`config.mk`:
```
export PLATFORM = sky130hd
export DESIGN_NAME = controle_senhas
export DESIGN_NICKNAME = d
export VERILOG_FILES = /design/src/rtl/bomba_pkg.sv /design/src/rtl/sincroniza_botao.sv /design/src/rtl/controle_senhas.sv
export SDC_FILE = /design/constraint.sdc
export NUM_CORES = 1
export LEC_CHECK = 0
export ABC_AREA = 1
export CAP_MARGIN = 40
export CORE_MARGIN = 2
export CORE_UTILIZATION = 45
export DETAILED_ROUTE_END_ITERATION = 7
export DONT_BUFFER_PORTS = 1
export PLACE_DENSITY = 0.65
export SLEW_MARGIN = 20
export SYNTH_ARGS = -nofsm -noshare
export SYNTH_HDL_FRONTEND = slang
export SYNTH_HIERARCHICAL = 1
export SYNTH_SLANG_ARGS = --single-unit
export TNS_END_PERCENT = 30
```
`constraint.sdc`:
```
create_clock -name CLK -period 3.3 [get_ports CLK]
set_input_delay 0.99 -clock CLK [delete_from_list [all_inputs] [get_ports CLK]]
set_output_delay 0.99 -clock CLK [all_outputs]
set_load 0.1 [all_outputs]
```
`src/rtl/bomba_pkg.sv`:
```
// Shared types and constants for the bomb password puzzle controller.
package bomba_pkg;

    // State encoding is visible on ESTADO, so the values are fixed.
    typedef enum logic [2:0] {
        IDLE        = 3'd0,
        FASE_A      = 3'd1,
        FASE_B      = 3'd2,
        AVALIA      = 3'd3,
        DESARMADA_S = 3'd4,
        EXPLODIU_S  = 3'd5
    } estado_t;

    localparam int ERROS_MAX_W = 2;

    localparam logic [ERROS_MAX_W-1:0] ERROS_SAT = '1;

    // Error counter increment that sticks at all-ones.
    function automatic logic [ERROS_MAX_W-1:0] incr_sat(input logic [ERROS_MAX_W-1:0] v);
        return (v == ERROS_SAT) ? v : v + ERROS_MAX_W'(1);
    endfunction

    // States in which a password attempt is in progress.
    function automatic logic em_jogo(input estado_t e);
        return (e == FASE_A) || (e == FASE_B) || (e == AVALIA);
    endfunction

endpackage

```
`src/rtl/sincroniza_botao.sv`:
```
// Two-flop synchronizer for an asynchronous push-button followed by a
// rising-edge detector producing a single-cycle pulse per press.
module sincroniza_botao (
    input  logic CLK,
    input  logic RESET,
    input  logic BTN_IN,
    output logic PULSO
);

    logic sync_1;
    logic sync_2;
    logic sync_ant;

    // Synchronizer chain plus one delayed copy for edge detection.
    always_ff @(posedge CLK or posedge RESET) begin
        if (RESET) begin
            sync_1   <= 1'b0;
            sync_2   <= 1'b0;
            sync_ant <= 1'b0;
        end else begin
            // NOTE: non-blocking assignments make each flop sample the previous
            // stage's old value, which is what builds a real shift chain.
            sync_1   <= BTN_IN;
            sync_2   <= sync_1;
            sync_ant <= sync_2;
        end
    end

    // High for exactly one cycle after the synchronized button rises.
    assign PULSO = sync_2 & ~sync_ant;

endmodule

```
`src/rtl/controle_senhas.sv`:
```
// Sequencing controller for the two-stage bomb password puzzle: judges
// attempts against password A then B, counts misses, drives the hint
// handshake and declares the bomb defused or exploded.
module controle_senhas
    import bomba_pkg::*;
#(
    parameter int MAX_ERROS = 3
) (
    input  logic                   CLK,
    input  logic                   RESET,
    input  logic                   START,
    input  logic                   ENTER,
    input  logic [3:0]             TENTATIVA,
    input  logic [3:0]             A,
    input  logic [2:0]             B,
    input  logic                   TIMEOUT,
    output logic                   ACERTOU_SENHA_A,
    output logic                   HINT_ENABLE,
    output logic                   HINT_STROBE,
    output logic [ERROS_MAX_W-1:0] ERROS,
    output logic                   DESARMADA,
    output logic                   EXPLODIU,
    output logic [2:0]             ESTADO
);

    localparam logic [ERROS_MAX_W-1:0] LIMITE = ERROS_MAX_W'(MAX_ERROS);

    logic                   ep;

    estado_t                estado_q, estado_d;
    logic [3:0]             tentativa_q;
    logic                   fase_b_q, fase_b_d;
    logic [ERROS_MAX_W-1:0] erros_q, erros_d;
    logic                   acertou_q, acertou_d;
    logic                   strobe_d;
    logic                   captura;
    logic                   hint_enable_q;
    logic                   strobe_q;
    logic                   desarmada_q;
    logic                   explodiu_q;

    logic                   acerto;
    logic [ERROS_MAX_W-1:0] erros_inc;

    sincroniza_botao u_enter (
        .CLK    (CLK),
        .RESET  (RESET),
        .BTN_IN (ENTER),
        .PULSO  (ep)
    );

    // The remembered phase selects which password the captured attempt faces.
    assign acerto    = fase_b_q ? (tentativa_q[2:0] == B) : (tentativa_q == A);
    assign erros_inc = incr_sat(erros_q);

    // Next-state and next-value logic for the whole controller.
    always_comb begin
        // NOTE: every signal gets a default before the case so that no path
        // leaves it unassigned, which would otherwise infer a latch.
        estado_d  = estado_q;
        fase_b_d  = fase_b_q;
        erros_d   = erros_q;
        acertou_d = acertou_q;
        strobe_d  = 1'b0;
        captura   = 1'b0;

        case (estado_q)
            IDLE: begin
                if (START) begin
                    estado_d  = FASE_A;
                    erros_d   = '0;
                    acertou_d = 1'b0;
                end
            end

            FASE_A, FASE_B: begin
                // Timeout wins over a simultaneous press; that press is lost.
                if (TIMEOUT) begin
                    estado_d = EXPLODIU_S;
                end else if (ep) begin
                    captura  = 1'b1;
                    strobe_d = 1'b1;
                    fase_b_d = (estado_q == FASE_B);
                    estado_d = AVALIA;
                end
            end

            AVALIA: begin
                if (acerto) begin
                    if (fase_b_q) begin
                        estado_d = DESARMADA_S;
                    end else begin
                        estado_d  = FASE_B;
                        acertou_d = 1'b1;
                    end
                end else begin
                    erros_d = erros_inc;
                    if (erros_inc == LIMITE) begin
                        estado_d = EXPLODIU_S;
                    end else begin
                        estado_d = fase_b_q ? FASE_B : FASE_A;
                    end
                end
            end

            DESARMADA_S, EXPLODIU_S: begin
                if (START) begin
                    estado_d  = FASE_A;
                    erros_d   = '0;
                    acertou_d = 1'b0;
                end
            end

            default: estado_d = IDLE;
        endcase
    end

    // State, datapath and registered outputs, all computed from next values
    // so every output lines up with the state it describes.
    always_ff @(posedge CLK or posedge RESET) begin
        if (RESET) begin
            estado_q      <= IDLE;
            tentativa_q   <= '0;
            fase_b_q      <= 1'b0;
            erros_q       <= '0;
            acertou_q     <= 1'b0;
            strobe_q      <= 1'b0;
            hint_enable_q <= 1'b0;
            desarmada_q   <= 1'b0;
            explodiu_q    <= 1'b0;
        end else begin
            estado_q      <= estado_d;
            if (captura) begin
                tentativa_q <= TENTATIVA;
            end
            fase_b_q      <= fase_b_d;
            erros_q       <= erros_d;
            acertou_q     <= acertou_d;
            strobe_q      <= strobe_d;
            hint_enable_q <= em_jogo(estado_d) && (erros_d != '0);
            desarmada_q   <= (estado_d == DESARMADA_S);
            explodiu_q    <= (estado_d == EXPLODIU_S);
        end
    end

    assign ESTADO          = estado_q;
    assign ERROS           = erros_q;
    assign ACERTOU_SENHA_A = acertou_q;
    assign HINT_STROBE     = strobe_q;
    assign HINT_ENABLE     = hint_enable_q;
    assign DESARMADA       = desarmada_q;
    assign EXPLODIU        = explodiu_q;

endmodule
```
==> run summary, run 1 <==
26 I/O pins were placed. The maximum root-to-sink buffer count is 2. The critical path data arrival time is 1.23 ns. The number of antenna violations at the first check in global routing came out at 0. The number of global-route vias before repair came to 746. The worst hold path terminates at u_enter/sync_2. The number of clock buffers inserted by TritonCTS is 3. The number of nets with antenna violations after routing came out at 0. In the layout the commonest cells are sky130_fd_sc_hd__nand2_1 (38), sky130_fd_sc_hd__inv_1 (21), sky130_fd_sc_hd__dfrtp_1 (18).

Clock tree synthesis found a total of 18 sinks. For this run, the top clock speed supported by timing is 0.451 GHz. Setup repair after global routing left no endpoint under its margin. The class of the most critical hold timing path is flip-flop to flip-flop.

met2 is the most crowded layer. In the final layout, the share of cells above drive strength 1 is 21.2%. The number of cells on the worst hold path is 0. The DRC violations left came out at 0. The ratio of total power to cell area is 1110 mW/mm².

The finished layout holds 164 standard cells, fillers aside. The detailed-route vias per instance came out at 4.61. The flow ran to the end, and the final reports show no timing, DRC or antenna violations. The total of buffers placed on input and output ports is 0. The highest fanout seen on the critical path is 2. For met3 alone, demand over resource in global routing was 4.85%. The worst register-to-register path ends at fase_b_q.

The later-pin clock latency in the skew report is 0.29 ns. The final routed wire length divided by cell count is 10.9 µm. The H-tree depth reported by CTS is 1. The HPWL after detailed placement came out at 1500 µm. The number of maximum-capacitance violations came out at 0.

The root cell of the clock tree is sky130_fd_sc_hd__clkbuf_4. The setup TNS after final layout is 0 ns. The sequential share of the synthesized area came out at 47.3%. The number of synthesized register bits is 18. The max-slew violation count is 0.

The floorplan has 16 rows. The number of cells upsized or downsized after cts came out at 0. The total routing usage reported by global routing is 16.4%.

The floorplan step defined a die boundary enclosing 0.00250 mm². The post-synth net total is 141. The filler cells instantiated in the layout total 180.

The worst setup path is of the flip-flop to output port kind. The post-synthesis to final-layout area growth came out at 20.0%. The number of failing setup endpoints in the final timing report came out at 0. The worst setup path is captured at an output port.

After layout, the minimum clock period comes to 2.22 ns. In the global route stage, met2 resource usage came out at 27.2%. The required time reported for the critical path endpoint is 2.31 ns. The worst clock skew on the final layout came out at 0.00408 ns. The launch point of the worst hold path is u_enter/sync_1. The internal reg-to-reg setup slack came out at 1.63 ns. The number of standard cells after synthesis came out at 125. The worst register-to-register path begins at ESTADO[2].

For this configuration, the core starts out at a cell density of 48.0%. Clock-pin slew was measured on the worst setup and hold paths at 0.09 ns. The netlist area before placement is 952 µm². After detailed placement, the design holds a cell count of 158. The headroom to the max-slew limit came out at 40.7%.

The cell depth of the worst flop-to-flop path is 8. The period utilization came out at 67.2%. Yosys printed 6 warnings. The global-route wire length before repair came out at 3110 µm. The number of hold buffers added after CTS was 0. Leaving out fill and tap cells, the most frequent cell in the layout is sky130_fd_sc_hd__nand2_1.

For this run, the detailed router's first-pass iteration total came to 4. The height of the chip came out at 50 µm. The count of final hold-check violations came to 0.

For this design the static power due to leakage is 0.616 nW. The global route total overflow is 0. The number of different library cells used by synthesis comes to 21. The worst-case IR drop observed on VDD is 679 µV. The pin count of the biggest net entering global routing came out at 16.

Dividing the synthesized area by the synthesized cell count gives 7.62 µm². The worst setup path is launched from a flip-flop. The total routed wirelength came out at 1790 µm. The violation count after the first detailed-route iteration came out at 16.

The core area is 0.00198 mm². TritonCTS built the clock tree. The measured slew at the worst slew-check pin came out at 0.889 ns.

The repair_antennas step left the layout with diodes totalling 0. The routability congestion estimate is 0.786. The number of setup buffers added after CTS is 0. The final net count came out at 155. Global routing used 20.2% of the available met1 tracks.

The total vias in the final route is 756. In this run the horizontal extent of the chip is 50 µm.
==> layer usage <==
layer	part of all wire (%)	wire length [µm]	vias to the layer above
li1	-	-	400
met1	44	782	329
met2	48	866	22
met3	6.4	115	5
met4	1.6	29	0
met5	0	0	-
==> flip-flops by register name, summed over array words and instances, names as in the netlist <==
register and count:
ACERTOU_SENHA_A 1, DESARMADA 1, ERROS 2, ESTADO 3
EXPLODIU 1, HINT_ENABLE 1, HINT_STROBE 1, fase_b_q 1
tentativa_q 4, u_enter/sync_1 1, u_enter/sync_2 1, u_enter/sync_ant 1
==> per-stage QoR <==
| stage | cell area, µm² | utilization, % | setup slack [ns] | power [mW] | hold slack, ns |
|---|---|---|---|---|---|
| floorplan | 952 | - | 1.30 | 0.956 | 0.331 |
| global placement | 982 | 49.6 | 1.26 | 1.02 | 0.343 |
| detailed placement | 1080 | 54.7 | 1.37 | 1.13 | 0.346 |
| CTS | 1110 | 55.9 | 1.06 | 1.24 | 0.376 |
| global route | 1140 | 57.6 | 1.05 | 1.35 | 0.385 |
| finish | 1140 | 57.6 | 1.08 | 1.27 | 0.369 |
==> worst reg2reg max path, delay by kind of cell (launching register included) <==
family | cells | cell delay, ns
AOI/OAI and AO/OA | 2 | 0.34
DFF | 1 | 0.37
and+or+nand+nor | 3 | 0.47
buffers and inverters | 3 | 0.42
==> power by group <==
part | switching, mW | internal [mW]
Sequential | 0.193 | 0.293
Clock | 0.0619 | 0.0424
Combinational | 0.439 | 0.241
==> final cells by class <==
type                            count  area (µm²)  area share, %
Inverter                           26        97.6           8.54
Timing Repair Buffer               10         145           12.7
Multi-Input combinational cell     80         393           34.4
Tap cell                           27        33.8           2.96
Clock buffer                        3        22.5           1.97
Sequential cell                    18         450           39.4
==> synthesized netlist by cell type <==
| master | count | area [µm²] |
|---|---|---|
| sky130_fd_sc_hd__nor2_2 | 3 | 18.8 |
| sky130_fd_sc_hd__nand2_2 | 2 | 12.5 |
| sky130_fd_sc_hd__a21oi_2 | 1 | 8.76 |
| sky130_fd_sc_hd__nand3_1 | 4 | 20.0 |
| sky130_fd_sc_hd__or2_2 | 1 | 6.26 |
| sky130_fd_sc_hd__o211ai_1 | 1 | 7.51 |
| sky130_fd_sc_hd__nor3_1 | 1 | 5.00 |
| sky130_fd_sc_hd__nor3_4 | 1 | 16.3 |
| sky130_fd_sc_hd__nand2_1 | 38 | 143 |
| sky130_fd_sc_hd__o21ai_1 | 2 | 10.0 |
| sky130_fd_sc_hd__o21ai_0 | 2 | 10.0 |
| sky130_fd_sc_hd__nand4_1 | 1 | 6.26 |
| sky130_fd_sc_hd__a21oi_1 | 3 | 15.0 |
| sky130_fd_sc_hd__inv_1 | 21 | 78.8 |
| sky130_fd_sc_hd__dfrtp_1 | 18 | 450 |
| sky130_fd_sc_hd__xnor2_1 | 1 | 8.76 |
| sky130_fd_sc_hd__buf_6 | 1 | 11.3 |
| sky130_fd_sc_hd__inv_2 | 5 | 18.8 |
| sky130_fd_sc_hd__o21ai_2 | 3 | 26.3 |
| sky130_fd_sc_hd__nor2_1 | 13 | 48.8 |
| sky130_fd_sc_hd__nand3_2 | 3 | 30.0 |
==> logic make-up after synthesis <==
logic type	after synthesis	synth area share, %
buffers and inverters	27	11.4
XOR/XNOR	1	0.920
flip-flops	18	47.3
AO/OA/AOI/OAI	12	8.15
AND/OR/NAND/NOR	67	32.2
==> worst max-delay path by stage <==
stage	startpoint	endpoint	slack, ns	cells after the start
CTS	ERROS[0]	ERROS[0]	1.06	0
global placement	ESTADO[1]	ESTADO[1]	1.26	0
detailed placement	A[2]	HINT_ENABLE	1.37	12
finish	ACERTOU_SENHA_A	ACERTOU_SENHA_A	1.08	0
global route	ACERTOU_SENHA_A	ACERTOU_SENHA_A	1.05	0
floorplan	ESTADO[1]	ESTADO[1]	1.30	0
Power figures use the tool's default switching activity.
==> inputs of run 2 (changes only) <==
==> constraint.sdc (replaced) <==
create_clock -name CLK -period 2.15 [get_ports CLK]
set_input_delay 0.645 -clock CLK [delete_from_list [all_inputs] [get_ports CLK]]
set_output_delay 0.645 -clock CLK [all_outputs]
set_load 0.1 [all_outputs]
==> run 2 against run 1 <==
Critical endpoint is now ESTADO[1]. First-iteration DRC count down 38%. Sequential power rose by 10%. Clock power rose by 96%. Critical path depth grew 1. Die area did not move. Highest routed layer unchanged. Global-route usage decreased by 1.3 points. Largest cell class unchanged. Register-to-register slack got worse by 0.92 ns. Core utilization decreased by 2.8 points. Hold slack worse by 0.28 ns. Combinational power grew 63%. Clock-buffer cell count rose by 1. Via count down 0.66%.
==> run summary, run 2 (synthesis gave the netlist of run 1 again) <==
The fmax is 0.569 GHz. The number of rows in the core area is 16 (unchanged). More flip-flops sit in one register than any other, and that register is tentativa_q. The starting density of the core is 48.0% (unchanged).

The number of global-route vias before repair was 672 (-9.9%). The cell depth of the worst flop-to-flop path is 6 (-2). The ratio of total power to cell area is 1710 mW/mm² (+53%). The headroom to the max-slew limit came out at 61.9% (+21 points). The count of final hold-check violations came to 0 (unchanged). The HPWL after detailed placement was 1310 µm (-12%). The die footprint came out at 0.00250 mm² (unchanged).

The leakage dissipation came out at 0.609 nW (-1.1%). The count of fill cells added during filler insertion is 182 (+1.1%). The width of the die came out at 50 µm (unchanged). The number of setup buffers added after CTS came out at 0 (unchanged).

The boundary pin count came out at 26 (unchanged). The largest individual stage delay along the critical path comes from the cell sky130_fd_sc_hd__dfrtp_1. STA classifies the critical path startpoint as a flip-flop. The number of nets with antenna violations after routing came to 0 (unchanged).

The maximum root-to-sink buffer count came out at 2 (unchanged). The H-tree depth reported by CTS is 1 (unchanged). The final net count came out at 155 (unchanged). The total routing usage reported by global routing is 15.1% (-1.3 points). The final routed wire length divided by cell count is 9.72 µm (-11%). The total chip power is 1.85 mW (+46%). The DRC violations left came out at 0 (unchanged). The category of the critical setup timing path is flip-flop to output port.

The critical path data arrival time came out at 1.11 ns (-0.12 ns). The part of the total power dissipated in the clock network is 11.0% (+2.8 points). The critical path buffer and inverter count is 1. The end of the worst register-to-register path is tentativa_q[1]. The internal power summed over all cells is 0.827 mW (+43%).

The kind of end point of the critical path is an output port. The cell sitting at the root of the clock tree is a sky130_fd_sc_hd__clkbuf_4. The register clock-pin slew on the reported worst setup and hold paths came out at 0.10 ns (about the same). The cell family contributing the most delay on the critical path is flip-flops. The total routed wirelength came out at 1600 µm (-11%). The switching power is 1.03 mW (+48%). The number of clock sinks seen by CTS came to 18 (unchanged).

The setup TNS after final layout came out at 0 ns (unchanged). The clock period minus final worst setup slack is 1.76 ns. The number of antenna cells inserted is 0 (unchanged).

The fraction of layout instances using a drive strength above 1 came out at 23.9% (+2.7 points). The number of antenna violations at the first check in global routing is 0 (unchanged). The measured slew at the worst slew-check pin was 0.572 ns (-0.318 ns). The detailed-route vias per instance came out at 4.55 (-1.3%). The later-pin clock latency in the skew report is 0.29 ns (about the same). The total of buffers placed on input and output ports is 0 (unchanged).

The global-route wire length before repair is 2790 µm (-10%). The top cell types in the final layout, fill and taps aside, are sky130_fd_sc_hd__nand2_1 (38), sky130_fd_sc_hd__inv_1 (21), sky130_fd_sc_hd__dfrtp_1 (18). The internal reg-to-reg setup slack was 0.71 ns (-0.92 ns). The count of hold-fix buffers inserted at cts came out at 0 (unchanged). The part of the total power dissipated in sequential elements is 29.0% (-9.2 points). Leaving out fill and tap cells, the most frequent cell in the layout is sky130_fd_sc_hd__nand2_1. Setup repair after global routing left no endpoint under its margin. The max-slew violation count is 0 (unchanged). The number of clock buffers inserted by TritonCTS is 3 (unchanged).

Walking the worst path, the cells encountered are buf_4. The total vias in the final route is 751 (-0.66%). In this run the critical register-to-register path is launched from ESTADO[2].

The first-pass iteration count of the detailed router is 4 (unchanged). The global route total overflow is 0 (unchanged). The switching power as a share of total power came to 55.4% (+0.76 points). The highest fanout seen on the critical path came to 6 (+4). The routability congestion estimate was 0.878 (+12%). The worst clock skew on the final layout was 0.00502 ns (+0.000939 ns). The height of the chip came out at 50 µm (unchanged). The class of the most critical hold timing path is input port to async pin. The worst IR drop on VDD is 1230 µV (+82%). The largest single stage delay on the critical path is 0.47 ns. The logic gate share of total power was 60.1% (+6.5 points). The number of cells upsized or downsized after cts is 0 (unchanged). The worst path uses 81.7% of the clock period. The flip-flop count of the largest register, all copies and words added is 4 (unchanged). The run finished with clean final reports. The post-synthesis to final-layout area growth is 14.1%.

The core area came out at 0.00198 mm² (unchanged). The pin count of the biggest net entering global routing is 16 (unchanged). The violation count after the first detailed-route iteration came out at 10 (-6). The number of maximum-capacitance violations came to 0 (unchanged). The number of failing setup endpoints in the final timing report was 0 (unchanged). The final core area utilization was 54.8% (-2.8 points). TritonCTS built the clock tree. The required time reported for the critical path endpoint came out at 1.50 ns (-0.81 ns).
## run 2: cell types whose count changed in the layout (fill, tap and decap cells not counted)
cell / before / now
sky130_fd_sc_hd__buf_4: 1 / 10
sky130_fd_sc_hd__buf_2: 1 / 0
sky130_fd_sc_hd__clkbuf_1: 2 / 0
sky130_fd_sc_hd__buf_6: 1 / 0
sky130_fd_sc_hd__buf_1: 1 / 0
sky130_fd_sc_hd__clkbuf_8: 0 / 1
sky130_fd_sc_hd__buf_16: 4 / 0
## run 2: how the worst max path moves through the flow
stage	startpoint	to	cells past startpoint
6_report	ESTADO[1]	ESTADO[1]	1
5_1_grt	ESTADO[1]	ESTADO[1]	1
4_1_cts	ESTADO[1]	ESTADO[1]	1
3_5_place_dp	A[2]	HINT_ENABLE	12
3_3_place_gp	A[2]	HINT_ENABLE	12
2_1_floorplan	ESTADO[2]	HINT_ENABLE	9
## run 2: metrics by stage
stage               worst slack (ns)  instances  instance area, µm²  hold WS, ns
floorplan                      0.297        125                 952        0.331
global placement               0.589        161                1050        0.342
detailed placement             0.557        161                1050        0.336
CTS                            0.380        165                1090       0.0817
global route                   0.345        165                1090       0.0735
finish                         0.393        165                1090       0.0943
## run 2: layout make-up
class / count / area, µm² / share of cell area, %
multi-input combinational: 80 / 393 / 36.2
inverter: 26 / 97.6 / 8.99
clock buffer: 4 / 36.3 / 3.34
timing repair buffer: 10 / 75.1 / 6.91
sequential: 18 / 450 / 41.5
tap: 27 / 33.8 / 3.11
## run 2: power by group through the flow
stage	clock [mW]	sequential [mW]	combinational (mW)
after floorplan	0	1.01	0.458
after global placement	0	0.543	1.11
after detailed placement	0	0.545	1.12
after CTS	0.211	0.538	1.12
after global routing	0.226	0.555	1.22
final	0.204	0.537	1.11
## run 2: per-layer routing
layer	GRT usage, %	vias up	part of all wire, %
met5	0	-	0
met4	6.94	0	1.3
met3	4.24	3	6.2
met2	21.7	18	44
met1	21.0	326	48
li1	-	404	-
==> inputs of run 3 (changes only) <==
==> constraint.sdc (replaced) <==
create_clock -name CLK -period 1.8 [get_ports CLK]
set_input_delay 0.54 -clock CLK [delete_from_list [all_inputs] [get_ports CLK]]
set_output_delay 0.54 -clock CLK [all_outputs]
set_load 0.1 [all_outputs]
==> run 3 against run 2 <==
Flip-flop and latch count is the same. Clock-buffer cell count stayed put. Worst setup slack worse by 0.20 ns. Hold slack improved by 0.078 ns. Clock power rose by 2%. Clock skew up 0.0055 ns. First-iteration DRC count is 10% lower. Final cell count up 0.61%. Non-clock buffer count is 1 higher. Via count is 0.53% higher. Sequential share of layout area decreased by 0.34 points. Critical endpoint unchanged. Largest power group unchanged.
==> run summary, run 3 (synthesis gave the netlist of run 1 again) <==
The total vias in the final route is 755 (+0.53%). The max-slew violation count is 0 (unchanged). The total of buffers placed on input and output ports is 0 (unchanged).

The starting density of the core is 48.0% (unchanged). The highest fanout seen on the critical path is 6 (unchanged). Ranked by flip-flop count, first place goes to tentativa_q. The number of clock buffers inserted by TritonCTS was 3 (unchanged). The number of maximum-capacitance violations came out at 0 (unchanged). The switching power was 1.25 mW (+22%).

The number of global-route vias before repair is 749 (+11%). Walking the worst path, the cells encountered are buf_4. The number of clock sinks seen by CTS is 18 (unchanged). The total routed wirelength is 1760 µm (+9.5%).

The number of nets with antenna violations after routing was 0 (unchanged). The core area came to 0.00198 mm² (unchanged). The critical path buffer and inverter count was 1 (unchanged). The post-synthesis to final-layout area growth came out at 15.6%. The leakage dissipation is 0.608 nW (-0.28%). In the layout the commonest cells are sky130_fd_sc_hd__nand2_1 (38), sky130_fd_sc_hd__inv_1 (21), sky130_fd_sc_hd__dfrtp_1 (16). The height of the chip is 50 µm (unchanged).

The register clock-pin slew on the reported worst setup and hold paths is 0.10 ns (about the same). The family of cells with the greatest summed delay on the critical path is flip-flops. In this run the critical register-to-register path is captured at fase_b_q. The measured slew at the worst slew-check pin is 0.575 ns (+0.00320 ns). The die footprint is 0.00250 mm² (unchanged). The fraction of layout instances using a drive strength above 1 is 24.5% (+0.55 points). The first-pass iteration count of the detailed router is 4 (unchanged). The routability congestion estimate is 0.834 (-5.1%). The setup TNS after final layout came out at 0 ns (unchanged). The count of final hold-check violations is 0 (unchanged). The later-pin clock latency in the skew report came to 0.30 ns (about the same). The final routed wire length divided by cell count came to 10.6 µm (+8.9%). The worst clock skew on the final layout is 0.0105 ns (+0.00547 ns). The DRC violations left came out at 0 (unchanged). The maximum single-stage delay on the critical path came out at 0.44 ns (-0.03 ns). The worst setup path is launched from a flip-flop. The violation count after the first detailed-route iteration came out at 9 (-1). The critical path data arrival time is 1.06 ns (-0.05 ns). The clock tree from TritonCTS is yes. The number of rows in the core area was 16 (unchanged).

The boundary pin count was 26 (unchanged). The global-route wire length before repair came out at 3080 µm (+10%). The slowest library cell on the worst path is sky130_fd_sc_hd__dfrtp_2. The count of fill cells added during filler insertion is 183 (+0.55%). The number of failing setup endpoints in the final timing report was 0 (unchanged). The maximum root-to-sink buffer count is 2 (unchanged). The switching power as a share of total power is 56.4% (+0.97 points). The final hold slack came out at 0.172 ns (+0.0777 ns). The logic gate share of total power is 61.2% (+1.1 points).

The HPWL after detailed placement is 1430 µm (+9.2%). The part of the total power dissipated in the clock network came out at 9.4% (-1.6 points). The part of the total power dissipated in sequential elements is 29.4% (+0.4 points). In this run the worst setup path terminates at ESTADO[1]. The logic depth of the worst setup path including buffers came to 1 (unchanged). The number of cells upsized or downsized after cts came to 0 (unchanged). The headroom to the max-slew limit came out at 61.6% (-0.21 points). The global route total overflow was 0 (unchanged). The number of antenna violations at the first check in global routing is 0 (unchanged). The detailed-route vias per instance is 4.55 (about the same).

The required time reported for the critical path endpoint came to 1.26 ns (-0.24 ns). The startpoint of the most critical setup path is ESTADO[1]. For this run, the top clock speed supported by timing is 0.623 GHz. The width of the die is 50 µm (unchanged). The flow ran to the end, and the final reports show no timing, DRC or antenna violations.

The ratio of total power to cell area came out at 2010 mW/mm² (+18%). The library cell used most frequently in the layout, excluding fill and tap cells, is sky130_fd_sc_hd__nand2_1. The internal reg-to-reg setup slack came out at 0.34 ns (-0.37 ns). In this run the critical register-to-register path is launched from ESTADO[2]. The number of antenna cells inserted is 0 (unchanged).

The clock period minus final worst setup slack came out at 1.60 ns. The total routing usage reported by global routing is 16.9% (+1.8 points). The pin count of the biggest net entering global routing was 16 (unchanged). The flip-flop count of the largest register, all copies and words added is 4 (unchanged).

The cell depth of the worst flop-to-flop path is 7 (+1). The internal power summed over all cells was 0.966 mW (+17%). The category of the critical setup timing path is flip-flop to output port.

In this run the clock root is driven by a sky130_fd_sc_hd__clkbuf_4. The final net count was 156 (+0.65%). The period utilization came out at 89.1%.

STA classifies the critical path endpoint as an output port. Setup repair after global routing left no endpoint under its margin. The worst IR drop on VDD came out at 1430 µV (+16%). The path class of the tightest hold or removal check is input port to async pin. The H-tree depth reported by CTS came out at 1 (unchanged).
## run 3: cell type report
| cell class | instances | area [µm²] | share of cell area (%) |
|---|---|---|---|
| inverters | 26 | 97.6 | 8.86 |
| well taps | 27 | 33.8 | 3.07 |
| repair buffers | 11 | 97.6 | 8.86 |
| flip-flops and latches | 18 | 453 | 41.1 |
| multi-input cells | 80 | 393 | 35.7 |
| clock buffers | 4 | 26.3 | 2.39 |
## run 3: repair_timing
| action | 4_1_cts | 5_1_grt |
|---|---|---|
| endpoints found under the hold margin | 3 | 0 |
| hold buffers | 1 | 0 |
| setup endpoints to repair | 0 | 0 |
| setup buffers | 0 | 0 |
## run 3: layer usage
layer | global-route usage [%] | up-vias | part of all wire [%]
met5 | 0 | - | 0
met4 | 9.26 | 0 | 2.3
met3 | 5.76 | 5 | 5.9
met2 | 26.1 | 22 | 45
met1 | 20.6 | 326 | 47
li1 | - | 402 | -
## run 3: how the worst min path moves through the flow
stage                                 end  slack [ns]   from  cells after the start
after floorplan            u_enter/sync_1        0.29  RESET                      1
after global placement     u_enter/sync_2        0.30  RESET                      1
final                     ACERTOU_SENHA_A        0.17  RESET                      1
after CTS                 ACERTOU_SENHA_A        0.20  RESET                      1
after detailed placement   u_enter/sync_1        0.30  RESET                      1
after global routing            DESARMADA        0.21  RESET                      1
## run 3: metrics by stage
| stage | util, % | cells | cell area (µm²) | total power [mW] | worst slack [ns] |
|---|---|---|---|---|---|
| after floorplan | - | 125 | 955 | 1.76 | 0.00628 |
| after global placement | 53.7 | 161 | 1060 | 1.99 | 0.315 |
| after detailed placement | 53.7 | 161 | 1060 | 2.02 | 0.308 |
| after CTS | 55.6 | 166 | 1100 | 2.23 | 0.194 |
| after global routing | 55.6 | 166 | 1100 | 2.38 | 0.142 |
| final | 55.6 | 166 | 1100 | 2.21 | 0.196 |
## run 3: power groups by stage
stage	Combinational (mW)	Clock, mW	Sequential (mW)
after detailed placement	1.36	0	0.661
after CTS	1.37	0.214	0.653
after global routing	1.47	0.236	0.671
final	1.36	0.208	0.652
after floorplan	0.545	0	1.21
after global placement	1.34	0	0.653
